[src/rtl/pulse_to_level_hs.sv]
// -----------------------------------------------------------------------------
// pulse_to_level_hs
//
// Turns single-cycle event pulses into a held request level for a host that
// answers with a four-phase req/ack handshake. Each event yields exactly one
// level_out high/low transaction. Events that arrive while a transaction is
// running are counted and replayed one after another.
//
// Parameters
//   MIN_HOLD  minimum number of cycles level_out stays high (>= 1)
//   CNT_W     width of the pending-event counter (saturating)
//   SYNC_ACK  1: ack_in goes through a 2-flop synchronizer, 0: used directly
//
// Ports
//   clk        system clock, rising edge
//   rst        asynchronous reset, active low
//   pulse_in   event strobe, one event per high cycle
//   ack_in     host acknowledge level
//   clr_ovf    synchronous clear of the overflow flag
//   level_out  request level to the host (registered)
//   busy       high whenever a transaction or replay is in progress (registered)
//   pending    queued events not yet issued (registered)
//   overflow   sticky: an event was dropped at counter saturation (registered)
// -----------------------------------------------------------------------------
module pulse_to_level_hs #(
  parameter int MIN_HOLD = 1,
  parameter int CNT_W    = 4,
  parameter bit SYNC_ACK = 1'b1
) (
  input  logic             clk,
  input  logic             rst,
  input  logic             pulse_in,
  input  logic             ack_in,
  input  logic             clr_ovf,
  output logic             level_out,
  output logic             busy,
  output logic [CNT_W-1:0] pending,
  output logic             overflow
);

  localparam int                HOLD_W   = $clog2(MIN_HOLD + 1);
  localparam logic [HOLD_W-1:0] HOLD_MAX = HOLD_W'(MIN_HOLD);
  localparam logic [CNT_W-1:0]  PEND_MAX = '1;

  typedef enum logic [1:0] {
    IDLE     = 2'd0,
    REQ      = 2'd1,
    WAIT_LOW = 2'd2
  } state_e;

  // ---------------------------------------------------------------------------
  // Acknowledge conditioning
  // ---------------------------------------------------------------------------
  logic ack_s;

  if (SYNC_ACK) begin : g_sync
    logic [1:0] sync_q;
    logic [1:0] sync_d;

    assign sync_d = {sync_q[0], ack_in};

    always_ff @(posedge clk or negedge rst) begin
      if (!rst) sync_q <= '0;
      else      sync_q <= sync_d;
    end

    assign ack_s = sync_q[1];
  end else begin : g_direct
    assign ack_s = ack_in;
  end

  // ---------------------------------------------------------------------------
  // State and counters
  // ---------------------------------------------------------------------------
  state_e              state_q,    state_d;
  logic [HOLD_W-1:0]   hold_q,     hold_d;
  logic [CNT_W-1:0]    pending_q,  pending_d;
  logic                overflow_q, overflow_d;
  logic                level_q;
  logic                busy_q;

  logic replay;   // WAIT_LOW restarts from the pending queue
  logic consume;  // WAIT_LOW restarts directly on this cycle's pulse
  logic count;    // pulse that must be queued
  logic lost;     // pulse dropped because the queue is full

  always_comb begin
    // NOTE: every signal written here gets a default first, so no path
    // leaves it unassigned and no latch is inferred.
    state_d    = state_q;
    hold_d     = hold_q;
    pending_d  = pending_q;
    overflow_d = overflow_q;
    replay     = 1'b0;
    consume    = 1'b0;
    lost       = 1'b0;

    case (state_q)
      IDLE: begin
        // ack_s is deliberately ignored here; a stale high ack cannot
        // start or shorten anything until a fresh pulse arrives.
        if (pulse_in) begin
          state_d = REQ;
          hold_d  = HOLD_W'(1);
        end
      end

      REQ: begin
        if (hold_q < HOLD_MAX) hold_d = hold_q + HOLD_W'(1);
        if (ack_s && (hold_q >= HOLD_MAX)) state_d = WAIT_LOW;
      end

      WAIT_LOW: begin
        if (!ack_s) begin
          if (pending_q != '0) begin
            state_d = REQ;
            hold_d  = HOLD_W'(1);
            replay  = 1'b1;
          end else if (pulse_in) begin
            state_d = REQ;
            hold_d  = HOLD_W'(1);
            consume = 1'b1;
          end else begin
            state_d = IDLE;
          end
        end
      end

      default: state_d = IDLE;
    endcase

    // An IDLE pulse is consumed by the IDLE->REQ move, so only pulses seen
    // while busy (and not taken by a direct restart) are queued.
    count = pulse_in && (state_q != IDLE) && !consume;

    if (count && !replay) begin
      if (pending_q == PEND_MAX) lost = 1'b1;
      else                       pending_d = pending_q + CNT_W'(1);
    end else if (!count && replay) begin
      pending_d = pending_q - CNT_W'(1);
    end

    // Set has priority over clear so a drop is never hidden.
    if (clr_ovf) overflow_d = 1'b0;
    if (lost)    overflow_d = 1'b1;
  end

  // Outputs are registered from the next state, so level_out/busy line up
  // with state_q without extra delay.
  always_ff @(posedge clk or negedge rst) begin
    // NOTE: sequential state uses non-blocking assignments so every flop
    // samples the pre-edge values regardless of statement order.
    if (!rst) begin
      state_q    <= IDLE;
      hold_q     <= '0;
      pending_q  <= '0;
      overflow_q <= 1'b0;
      level_q    <= 1'b0;
      busy_q     <= 1'b0;
    end else begin
      state_q    <= state_d;
      hold_q     <= hold_d;
      pending_q  <= pending_d;
      overflow_q <= overflow_d;
      level_q    <= (state_d == REQ);
      busy_q     <= (state_d != IDLE);
    end
  end

  assign level_out = level_q;
  assign busy      = busy_q;
  assign pending   = pending_q;
  assign overflow  = overflow_q;

endmodule

[config.mk]
export PLATFORM = sky130hd
export DESIGN_NAME = pulse_to_level_hs
export DESIGN_NICKNAME = d
export VERILOG_FILES = /design/src/rtl/pulse_to_level_hs.sv
export SDC_FILE = /design/constraint.sdc
export NUM_CORES = 1
export LEC_CHECK = 0
export CORE_MARGIN = 2
export CORE_UTILIZATION = 35
export DETAILED_ROUTE_END_ITERATION = 16
export GPL_TIMING_DRIVEN = 0
export SETUP_SLACK_MARGIN = 0.5
export SYNTH_ARGS = -nofsm -noshare
export SYNTH_HDL_FRONTEND = slang
export SYNTH_SLANG_ARGS = --single-unit
export TNS_END_PERCENT = 30
[constraint.sdc]
create_clock -name clk -period 2.9 [get_ports clk]
set_clock_uncertainty 0.15 [all_clocks]
set_input_delay 0.87 -clock clk [delete_from_list [all_inputs] [get_ports clk]]
set_output_delay 0.87 -clock clk [all_outputs]
set_load 0.005 [all_outputs]
**Word level (Yosys, flattened, before mapping)**

Cells that the tools add are included.

- Flip-flop bits (word level): 12
- Output and inout bits: 7
- Logic and storage cells: 61

- Add/subtract/negate cells: 3
- Order comparisons: 2
- Eq/ne operators: 7
- Mux-type cells: 25
- Reductions and logical operators: 17

Operators with widths:

| operator | number |
|---|---|
| two-way mux 1 bit | 17 |
| two-way mux 4 bit | 3 |
| nonzero test 2 bit | 4 |
| two-way mux 2 bit | 3 |
| inequality test 2 bit, second input constant | 3 |
| case mux 2 bit (3 select lines) | 1 |
| logical AND 1 bit | 5 |
| adder 4 x 1 -> 4 bit, second input constant | 1 |
| equality test 2 x 1 -> 1 bit, second input constant | 2 |
| equality test 4 bit, second input constant | 1 |
| nonzero test 4 bit | 1 |
| subtractor 4 x 1 -> 4 bit, second input constant | 1 |
| logical NOT 1 bit | 3 |
| case mux 1 bit (3 select lines) | 1 |
| AND reduction 3 bit | 1 |
| nonzero test 3 bit | 1 |
| equality test 2 bit, second input constant | 1 |
| logical NOT 2 bit | 1 |
| AND reduction 2 bit | 1 |
| adder 1 bit, second input constant | 1 |
| greater-or-equal comparator 1 bit, second input constant | 1 |
| < comparator 1 bit, second input constant | 1 |

**Logic depth before layout (Yosys ltp)**

- Word-level depth: 10
- Mapped depth: 9
- Mapped depth without buffers: 9

**Worst setup path after synthesis**

No wires, ideal clock.

- Path kind: input to register
- From: input port pulse_in
- To: register pending_q[3] (netlist: pending[3])
- Arrival time: 2.123 ns
- Required time: 2.671 ns
- Slack: 0.548 ns
- Cell stages on the path: 7
- Path buffers: 0
- Cells stage by stage: nor2b_1 nand2_1 ha_1 a21o_1 a21oi_1 mux2i_1 xor2_1

- Longest elaborated chain between the ends: 10
- Elaborated cells on any way between the ends: 14
- Those cells by class: 1 x eq/ne; 5 x mux; 8 x reduce/logical

Ends and longest elaborated chain:

| element | line | text |
|---|---|---|
| start, declared | 32 | `input logic pulse_in,` |
| two-way mux 1 bit | 119 | `end else if (pulse_in) begin` |
| two-way mux 1 bit | 115 | `if (pending_q != '0) begin` |
| two-way mux 1 bit | 114 | `if (!ack_s) begin` |
| two-way mux 1 bit | 98 | `case (state_q)` |
| logical NOT 1 bit | 134 | `count = pulse_in && (state_q != IDLE) && !consume;` |
| logical AND 1 bit * | 134 |  |
| logical NOT 1 bit | 139 | `end else if (!count && replay) begin` |
| logical AND 1 bit | 139 |  |
| nonzero test 2 bit (no line) | n/a |  |
| AND reduction 2 bit (no line) | n/a |  |
| end signal, assigned | 163 | `pending_q <= pending_d;` |
| end, declared | 77 | `logic [CNT_W-1:0] pending_q, pending_d;` |

Every way passes the cells marked *; elsewhere a longest branch is shown, timed or not.
A chain may end at the register's enable or synchronous reset.

**Worst setup path after layout**

- From: register pending_q[0] (netlist: pending[0])
- To: output port pending[0]

RTL lines:

| element | line | text |
|---|---|---|
| end, declared | 37 | `output logic [CNT_W-1:0] pending,` |

No word-level cell between the ends.

==> reports/results.ini <==
[pwr]
power.density_nw_per_um2=1160
total_leakage_power_nw=0.381
vdd_ir_drop_max_uv=473

[synth]
ys_seq_elements=12
synth_most_common_cell=dfrtp_1
ys_warn_count=0
synth_cells=57
ys_seq_area_share_pct=45.1
ys_async_sr_fraction_pct=100
synth_edf_count=0
avgSynthCellArea_um2=11.7
yosysTopAreaCellShare_pct=45.1
yosys-top-cells-area=dfrtp_1, ha_1, mux2_4
netlist_area_um2=666
yosysTopAreaCell=dfrtp_1
syn_nets=70
synth_common_cells=dfrtp_1, ha_1, inv_1
synthDistinctLibCells=27
synth_ff_type=dfrtp_1

[worst_setup_path]
worstPathRequired_ns=1.88
critPathSlowestCell=clkdlybuf4s50_1
worstReg2RegStart=state_q[0]$_DFF_PN0_
crit_path_max_incr_delay_ns=0.55
cp.arrival_ns=1.29
worst-path-buf-inv=1
worstSetupPathType=reg2out
crit_chain=clkdlybuf4s50_1
crit_fanout=6
path_delay_family=buffers and inverters
end_kind=output port
critPathLaunchType=flop
startpoint=pending[0]$_DFFE_PN0P_

[die]
initial_utilization_pct=37.7
io_pins=12
die_h_um=47.6
dieArea_um2=2270
die_w_um=47.6
rows=15
core_um2=1760

[routing]
wire_per_inst_um=11.8
ant_nets=0
totalWireLength_um=1160
via_per_inst=4.90
drc=0
drt_iter0_drc=5
drt_pass1_iterations=4
via_count=480

[layout]
drive_gt1_share_pct=19.2
synthToLayoutAreaGrowth_pct=29.1
final_cells=98
antenna_cells=0
final_net_count=87
utilization_pct=48.7

[hold_path]
hp-class=reg2reg
min_from=g_sync.sync_q[0]$_DFF_PN0_

[clock_network]
cts_hold_buf=0
cts-root-buf=clkbuf_4
cts_tree=done
h-tree-depth=1
path_clk_slew_ns=0.07
numCtsBuffers=3
clk_latency_ns=0.27
cts_sinks=12
cts_buffer_depth=2

[grt]
grt_pass1_wl_um=1840
grt_antenna_before_repair=0
grt-ovfl-total=0
grt_max_degree=13
grt_usage_pct=12.2
grt_pass1_vias=476

[timing]
period_needed_ns=2.31
setup_viol_count_final=0
worst_pin_slew_ns=0.526
slew_viol_final=0
max_freq_mhz=433
finalCritPeriodShare_pct=79.7
rsz0062_at_grt=no
relSlewSlack_pct=64.8
hold_viol_final=0

[placement]
io_buffers=11
gp_congestion=0.747
dp_cells=93

[run]
cap_violations=0

[run_status]
status=finished clean

registers in the layout, indices dropped and copies added (netlist names):
signal	flops
pending	4
g_sync.sync_q	2
state_q	2
busy	1
hold_q	1
level_out	1
overflow	1
layer usage:
metal  wire (um)  global-route usage, %  up-vias
met1         484                   12.3      225
li1            -                      -      235
met4          10                   5.41        0
met3          99                   6.79        2
met2         563                   20.8       18
met5           0                      0        -
report_power, final:
part / internal [mW] / total (mW) / switching, mW
clock network: 0.0762 / 0.126 / 0.0501
logic: 0.314 / 0.549 / 0.235
registers: 0.241 / 0.321 / 0.0798
through the flow:
stage	setup TNS [ns]	setup WS (ns)	hold slack, ns	area, um^2	power [mW]
finish	0	0.590	0.202	860	0.997
global route	0	0.501	0.232	860	1.09
CTS	0	0.514	0.204	860	0.997
detailed placement	-0.155	-0.155	0.188	807	0.839
global placement	-0.153	-0.153	0.184	807	0.824
floorplan	0	0.548	0.181	666	0.666
layout by cell type (no fill, tap or decap), drive strengths merged, types with 2 or more instances in the layout:
cell type	netlist	layout
dfrtp	12	12
clkdlybuf4s50	0	10
ha	7	7
clkbuf	0	5
inv	4	4
o21ai	4	4
xor2	3	3
nor2b	3	3
nand2b	2	2
nand2	2	2
a31oi	2	2
a211oi	2	2
mux2	2	2
timing repair:
action	in CTS	in global routing
setup buffers	1	0
pin swaps	0	0
endpoints found under the setup margin	3	1
resized for setup	4	3
kinds of logic (layout without fill, tap and decap cells):
family,after synthesis,count (layout),share of synthesized area (%)
simple gates,14,14,13.9
xor+xnor,3,3,3.95
buf+inv,4,20,2.25
mux,3,3,6.02
compound gates,13,13,12.6
fa+ha+maj,8,8,16.2
flops,12,12,45.1
worst paths after layout:
kind | endpoint | slack [ns] | cells past startpoint
min reg2reg | g_sync.sync_q[1]$_DFF_PN0_ | 0.20 | 0
max reg2reg | pending[3]$_DFFE_PN0P_ | 0.64 | 9
max in group asynchronous | pending[2]$_DFFE_PN0P_ | 1.45 | 1
max | pending[0] | 0.59 | 1
min | g_sync.sync_q[1]$_DFF_PN0_ | 0.20 | 0
min in group asynchronous | state_q[1]$_DFF_PN0_ | 0.80 | 1
cell type report:
class | instances | area, um^2
fillers | 168 | 905
clock buffers | 4 | 36.3
repair buffers | 12 | 113
flip-flops and latches | 12 | 300
inverters | 4 | 15.0
well taps | 25 | 31.3
multi-input cells | 41 | 364
worst reg2reg max path: stages, from the launching register on:
cell	delay (ns)
dfrtp_1	0.45
inv_1	0.09
ha_1	0.26
nor2b_4	0.14
nand2_2	0.09
ha_1	0.28
a21o_1	0.18
a21oi_2	0.14
mux2i_1	0.23
xor2_1	0.17
Power figures use the tool's default switching activity.
